File: src/rtl/multicore_mem_arbiter.sv
// ---------------------------------------------------------------------------
// multicore_mem_arbiter
//
// Purpose:
//   Merges the N per-core picorv32 native memory interfaces of the multicore
//   cluster onto one shared single-port memory bus. Exactly one transaction
//   is outstanding at a time. Simultaneous requests are resolved in
//   round-robin order starting after the last granted core. The response is
//   routed back only to the core that owns the transaction.
//
// Ports:
//   clk          system clock, all state updates on the rising edge
//   reset        asynchronous active-high reset, clears all state at once
//   core_valid   per-core request valid (picorv32 mem_valid)
//   core_instr   per-core instruction-fetch flag
//   core_addr    per-core byte address
//   core_wdata   per-core write data
//   core_wstrb   per-core byte strobes, zero means read
//   core_ready   per-core one-cycle completion pulse
//   core_rdata   per-core read data, valid while core_ready is high and held
//                until that core's next completion
//   mem_valid    shared-bus request valid
//   mem_instr    forwarded instruction flag
//   mem_addr     forwarded address
//   mem_wdata    forwarded write data
//   mem_wstrb    forwarded strobes
//   mem_ready    shared-bus completion, only looked at while busy
//   mem_rdata    shared-bus read data, captured together with mem_ready
//   grant_id     index of the core owning the current or last transaction
// ---------------------------------------------------------------------------
module multicore_mem_arbiter #(
  parameter int N = 2,
  localparam int IW = (N > 1) ? $clog2(N) : 1
) (
  input  logic                 clk,
  input  logic                 reset,
  input  logic [N-1:0]         core_valid,
  input  logic [N-1:0]         core_instr,
  input  logic [N-1:0][31:0]   core_addr,
  input  logic [N-1:0][31:0]   core_wdata,
  input  logic [N-1:0][3:0]    core_wstrb,
  output logic [N-1:0]         core_ready,
  output logic [N-1:0][31:0]   core_rdata,
  output logic                 mem_valid,
  output logic                 mem_instr,
  output logic [31:0]          mem_addr,
  output logic [31:0]          mem_wdata,
  output logic [3:0]           mem_wstrb,
  input  logic                 mem_ready,
  input  logic [31:0]          mem_rdata,
  output logic [IW-1:0]        grant_id
);

  typedef enum logic [1:0] {
    ST_IDLE,
    ST_BUSY,
    ST_RESP
  } state_t;

  state_t        r_state;
  state_t        w_next;
  logic [IW-1:0] r_last;
  logic [IW-1:0] w_sel;
  logic [IW-1:0] w_cand;
  logic          w_found;
  logic          w_any;

  // Round-robin pick: walk the cores starting one past the last grant and
  // wrap around, taking the first one that is requesting. Visiting the last
  // granted core at the very end of the walk is what gives every other
  // requester priority over it.
  always_comb begin
    w_any   = |core_valid;
    w_sel   = '0;
    w_cand  = '0;
    w_found = 1'b0;
    for (int k = 1; k <= N; k++) begin
      w_cand = IW'((int'(r_last) + k) % N);
      if (!w_found && core_valid[w_cand]) begin
        w_sel   = w_cand;
        w_found = 1'b1;
      end
    end
  end

  // State register. Reset drops straight into IDLE so any transaction in
  // flight is simply abandoned.
  always_ff @(posedge clk or posedge reset) begin
    if (reset) begin
      r_state <= ST_IDLE;
    end else begin
      r_state <= w_next;
    end
  end

  // Next-state logic. IDLE waits for any request, BUSY waits for the memory
  // to complete, and RESP is the single cycle in which the owner sees its
  // ready pulse before we go back to arbitrate again.
  always_comb begin
    w_next = r_state;
    unique case (r_state)
      ST_IDLE: if (w_any) w_next = ST_BUSY;
      ST_BUSY: if (mem_ready) w_next = ST_RESP;
      ST_RESP: w_next = ST_IDLE;
      default: w_next = ST_IDLE;
    endcase
  end

  // Datapath registers. The selected core's request is latched at grant
  // time, so the bus sees stable values for the whole BUSY phase even if
  // the core changes its inputs or drops valid. The response lands only in
  // the owner's rdata slot, and on writes too, so other cores keep their
  // last read value. The last-grant pointer resets to N-1 so core 0 wins
  // the first arbitration.
  always_ff @(posedge clk or posedge reset) begin
    if (reset) begin
      core_ready <= '0;
      core_rdata <= '0;
      mem_valid  <= 1'b0;
      mem_instr  <= 1'b0;
      mem_addr   <= '0;
      mem_wdata  <= '0;
      mem_wstrb  <= '0;
      grant_id   <= '0;
      r_last     <= IW'(N - 1);
    end else begin
      unique case (r_state)
        ST_IDLE: begin
          if (w_any) begin
            mem_valid <= 1'b1;
            mem_instr <= core_instr[w_sel];
            mem_addr  <= core_addr[w_sel];
            mem_wdata <= core_wdata[w_sel];
            mem_wstrb <= core_wstrb[w_sel];
            grant_id  <= w_sel;
            r_last    <= w_sel;
          end
        end
        ST_BUSY: begin
          if (mem_ready) begin
            mem_valid            <= 1'b0;
            core_rdata[grant_id] <= mem_rdata;
            core_ready[grant_id] <= 1'b1;
          end
        end
        ST_RESP: begin
          core_ready <= '0;
        end
        default: begin
          core_ready <= '0;
          mem_valid  <= 1'b0;
        end
      endcase
    end
  end

endmodule

File: config.mk
export PLATFORM = sky130hd
export DESIGN_NAME = multicore_mem_arbiter
export DESIGN_NICKNAME = d
export VERILOG_FILES = /design/src/rtl/multicore_mem_arbiter.sv
export SDC_FILE = /design/constraint.sdc
export NUM_CORES = 1
export LEC_CHECK = 0
export CAP_MARGIN = 10
export CORE_ASPECT_RATIO = 0.8
export CORE_MARGIN = 3
export CORE_UTILIZATION = 40
export CTS_BUF_LIST = sky130_fd_sc_hd__clkbuf_16
export CTS_CLUSTER_SIZE = 24
export DETAILED_ROUTE_END_ITERATION = 16
export MAX_ROUTING_LAYER = met4
export PLACE_DENSITY_LB_ADDON = 0.05
export SLEW_MARGIN = 20
export SYNTH_ARGS = -nofsm -noshare
export SYNTH_HDL_FRONTEND = slang
export SYNTH_SLANG_ARGS = --single-unit
File: constraint.sdc
create_clock -name clk -period 6.2 [get_ports clk]
set_clock_uncertainty 0.05 [all_clocks]
set_input_delay 1.24 -clock clk [delete_from_list [all_inputs] [get_ports clk]]
set_output_delay 1.24 -clock clk [all_outputs]
set_load 0.02 [all_outputs]
* Word level (Yosys, flattened, before mapping)
Cells that the tools add are included.
Word-level totals: logic and storage cells 63, output and inout bits 137, input port bits 175, flip-flop bits (word level) 140
Operators by class: bitwise operators 3, add/subtract/negate cells 2, magnitude comparators 5, eq/ne operators 4, reductions and logical operators 10, muxes and demuxes 28
Operator list (count):
- two-way mux 32 bit | 5
- bitwise mux 64 bit | 1
- demux 32 bit (select 1 bit) | 1
- two-way mux 1 bit | 12
- less-than comparator 1 x 2 -> 1 bit, second input constant | 4
- two-way mux 4 bit | 2
- one-hot mux 2 bit (2 select lines) | 2
- AND reduction 2 bit | 4
- two-way mux 2 bit | 3
- inequality test 2 bit, second input constant | 2
- one-hot mux 1 bit (3 select lines) | 1
- AND reduction 3 bit | 1
- adder 1 bit, second input constant | 2
- == test 2 x 1 -> 1 bit, second input constant | 1
- == test 2 bit, second input constant | 1
- logical AND 1 bit | 2
- logical NOT 2 bit | 1
- inverter 1 bit | 2
- bitwise OR 2 bit | 1
- OR reduction 2 bit | 1
- demux 1 bit (select 1 bit) | 1
- greater-or-equal comparator 1 bit, second input constant | 1
- logical NOT 1 bit | 1

* Logic depth before layout (Yosys ltp)
depth after elaboration 9, gate-level depth with buffers 6, mapped depth without buffers 3

* Worst setup path after synthesis
Ideal clock, no wire load.
path type input to register, start point input core_valid[1], end point register mem_wdata[12], path buffers 3, slack 3677 ps, data required time 6025 ps, arrival time 2348 ps, cell stages on the path 6, setup time 125 ps, cells stage by stage a21bo_1 -> buf_6 -> buf_6 -> buf_8 -> mux2_4 -> mux2_4
Between the ends: cells in the longest elaborated chain, start to end 8, elaborated cells between the ends (all ways) 13, those cells by class mux (9); reduce/logical (4)
RTL lines:
- start: declaration | line 37 | input logic [N-1:0] core_valid,
- two-way mux 1 bit (implied by the code) (2 in series) | line 79 | if (!w_found && core_valid[w_cand]) begin
- two-way mux 1 bit | line 79
- logical NOT 1 bit | line 79
- logical AND 1 bit | line 79
- two-way mux 1 bit | line 79
- two-way mux 32 bit (implied by the code) (2 in series) | line 133 | mem_wdata <= core_wdata[w_sel];
- end signal: assignment | line 133
- end: declaration | line 47 | output logic [31:0] mem_wdata,
Several ways; a longest one is shown, not always the timed one. The select of a mux whose other input is x is not followed. A chain may end at the register's enable or synchronous reset.

* Final worst setup path
start point input core_valid[0], end point register mem_wdata[23]
Same word-level chain as after synthesis.

==> results.md <==
- Max-slew violations: 0
- Final hold violation count: 0
- Top routing layer used: met4
- Final setup margin: 3.115 ns
- CTS root buffer: clkbuf_16
- Worst-path fanout max: 69
- Yosys warnings: 0
- Share of layout cells above drive strength 1: 34.60%
- CP Class: in2reg
- Max_cap viols: 0
- Syn avg cell area: 15.99 sq um
- Leakage: 0.004139 uW
- Relative slew margins: 27.55%
- Synth cell types: 21
- Max VDD drop: 367.7 uV
- RePlAce Congestion: 0.7864
- Final TNS setup: 0 ns
- # clock sinks: 140
- First-pass DRT Iterations: 4
- Critical path required time: 6.44 ns
- DP HPWL: 12980 um
- Detailed Route Iter0 Violations: 133
- CTS Hold Bufs: 0
- Hold WS: 0.4302 ns
- RSZ-0062 raised after global routing: no
- Synth Instances: 382
- Post-synth design cell area: 6108 sq um
- Net Count, Synth: 557
- Main synth FF type: dfrtp_1
- Clock latency on the worst-skew pair: 0.41 ns
- Crit-path max cell delay: 0.84 ns
- Die ar.: 16800 sq um
- Filler Cell Count: 1031
- Clock Tree Buf Depth: 2
- Crit path launch type: primary input
- Post-route antenna net violation count: 0
- NumNets Final: 870
- Min Tclk post-route: 3.085 ns
- Post-CTS resize count: 0
- DIE HEIGHT: 116.5 um
- Worst path buffer plus inverter count: 1
- Final Setup Violations: 0
- Worst Setup End Kind: flop
- # rows: 39
- Remaining DRCs: 0
- Starting Density: 41.87%
- Avg Vias per Cell: 4.842
- Seq/Total Area, Yosys: 57.37%
- Core area: 14590 sq um
- CTS buffer count: 17
- Met2 wire length: 9102 um
- Hold depth: 1
- Area share of the largest cell type after synthesis: 56.94%
- Post-synth top cells: mux2_2, dfrtp_1, mux2_4, buf_2, nor2_1
- Non-Filler Instances: 892
- Vias in the first global route: 4536
- Register bit total from synthesis: 140
- CP arrival: 3.33 ns
- Hold Startpoint: mem_valid
- Hold EP: mem_valid
- Reg2reg path depth: 3
- R2R Path End: mem_wdata[23]
- Worst r2r src: r_last
- GR Util All Layers: 20.66%
- Register-to-register setup slack: 3.91 ns
- CTS tree: done
- CP most frequent cell: mux2_2
- Cell with the most instances after synthesis: mux2_2
- Die width: 144.2 um
- FMAX: 0.3242 GHz
- Outcome: finished, final reports clean
- First-pass GRT wire length: 25070 um
- CP max-delay cell: a21bo_4
- # diodes: 0
- Initial antenna violation count: 0
- Pin slew with the least headroom to its limit: 1.087 ns
- CP Cell Sequence: clkdlybuf4s50_1 > a21bo_4 > mux2_2 > mux2_2
- Port Buf Inserts: 311
- Vias: 4319
- Crit share post-route: 49.75%
- CP delay by family, top: compound AO/OA/AOI/OAI gates
- IO Count: 312
- Hold Path Class: reg2reg
- Final wirelength: 17330 um
- Number of synthesized flops with an enable pin: 0
- Met3 Routed Length: 1729 um
- FFs w/ async S/R, synth: 100.0%
- Clock-pin slew on the worst setup and hold paths: 0.06 ns
- Final global-route overflow total: 0
- Placed cell count: 860
- Synth area leaders: dfrtp_1, mux2_2, mux2_4, buf_2, dfstp_2
- Setup WS pre-CTS: 2.675 ns
- Area leader, netlist: dfrtp_1
- Postcts setup bufs: 0
- Power Density: 533.8 nW/um^2
- Area Overhead vs Synth: 64.30%
- H-tree Lvls: 4
- Routed WL per cell: 19.42 um
- Largest net degree at the start of global routing: 112
- Met1 Wirelength: 6296 um
-- kinds of logic (layout without fill, tap and decap cells) --
group | count (synthesis) | count (layout) | synth area share [%]
flops | 140 | 140 | 57.37
mux | 204 | 204 | 38.84
compound gates | 5 | 5 | 0.5735
buf+inv | 24 | 350 | 2.274
simple gates | 9 | 9 | 0.9423
-- area by class of cell --
type / count / area, sq um / area share (%)
Clock buffer: 17 / 425.4 / 4.239
Clock inverter: 15 / 220.2 / 2.194
Inverter: 2 / 12.51 / 0.1247
Multi-Input combinational cell: 218 / 2492 / 24.83
Sequential cell: 140 / 3505 / 34.92
Tap cell: 184 / 230.2 / 2.294
Timing Repair Buffer: 316 / 3151 / 31.39
-- placed cells by master (no fill, tap or decap), types with 2 or more instances in the layout --
cell,synthesis,routed
buf_4,0,5
bufinv_16,0,5
clkbuf_16,0,17
clkdlybuf4s50_1,0,311
clkinv_1,0,2
clkinv_4,0,3
clkinvlp_4,0,3
dfrtp_1,139,139
inv_6,0,2
mux2_2,184,184
mux2_4,20,20
nor2_1,3,3
-- power by group --
group	internal [uW]	total [uW]	switching (uW)
registers	1390	1640	255
clock network	713	1100	386
logic	1440	2620	1180
-- worst register-to-register path, stage by stage (launching register included) --
cell,delay [ns]
dfstp_2,0.56
a21bo_4,0.83
mux2_2,0.47
mux2_2,0.27
-- worst max path at each step --
stage,start,to,slack (ns),cells past startpoint
after floorplan,reset,core_rdata[0],1.16,1
after global placement,core_valid[0],mem_addr[16],2.73,4
after detailed placement,core_valid[0],mem_addr[31],2.67,4
after CTS,core_valid[0],mem_addr[18],3.12,4
after global routing,core_valid[0],mem_addr[0],3.04,4
final,core_valid[0],mem_wdata[23],3.12,4
-- registers in the layout, indices dropped and copies added, names as in the netlist --
signal / count
core_rdata: 64
core_ready: 2
grant_id: 1
mem_addr: 32
mem_instr: 1
mem_valid: 1
mem_wdata: 32
mem_wstrb: 4
r_last: 1
r_state: 2
-- metrics by stage --
step	area, sq um	util (%)	power (uW)
2_1_floorplan	6108	-	3020
3_3_place_gp	9390	64.36	4243
3_5_place_dp	9390	64.36	4302
4_1_cts	10040	68.78	5426
5_1_grt	10040	68.78	5618
6_report	10040	68.78	5357
-- metal layers --
layer / global-route usage, % / vias up
li1: - / 2002
met1: 21.16 / 2117
met2: 36.08 / 184
met3: 8.883 / 16
met4: 6.464 / 0
met5: - / -
Note: power is estimated with default switching activity, not from simulation.
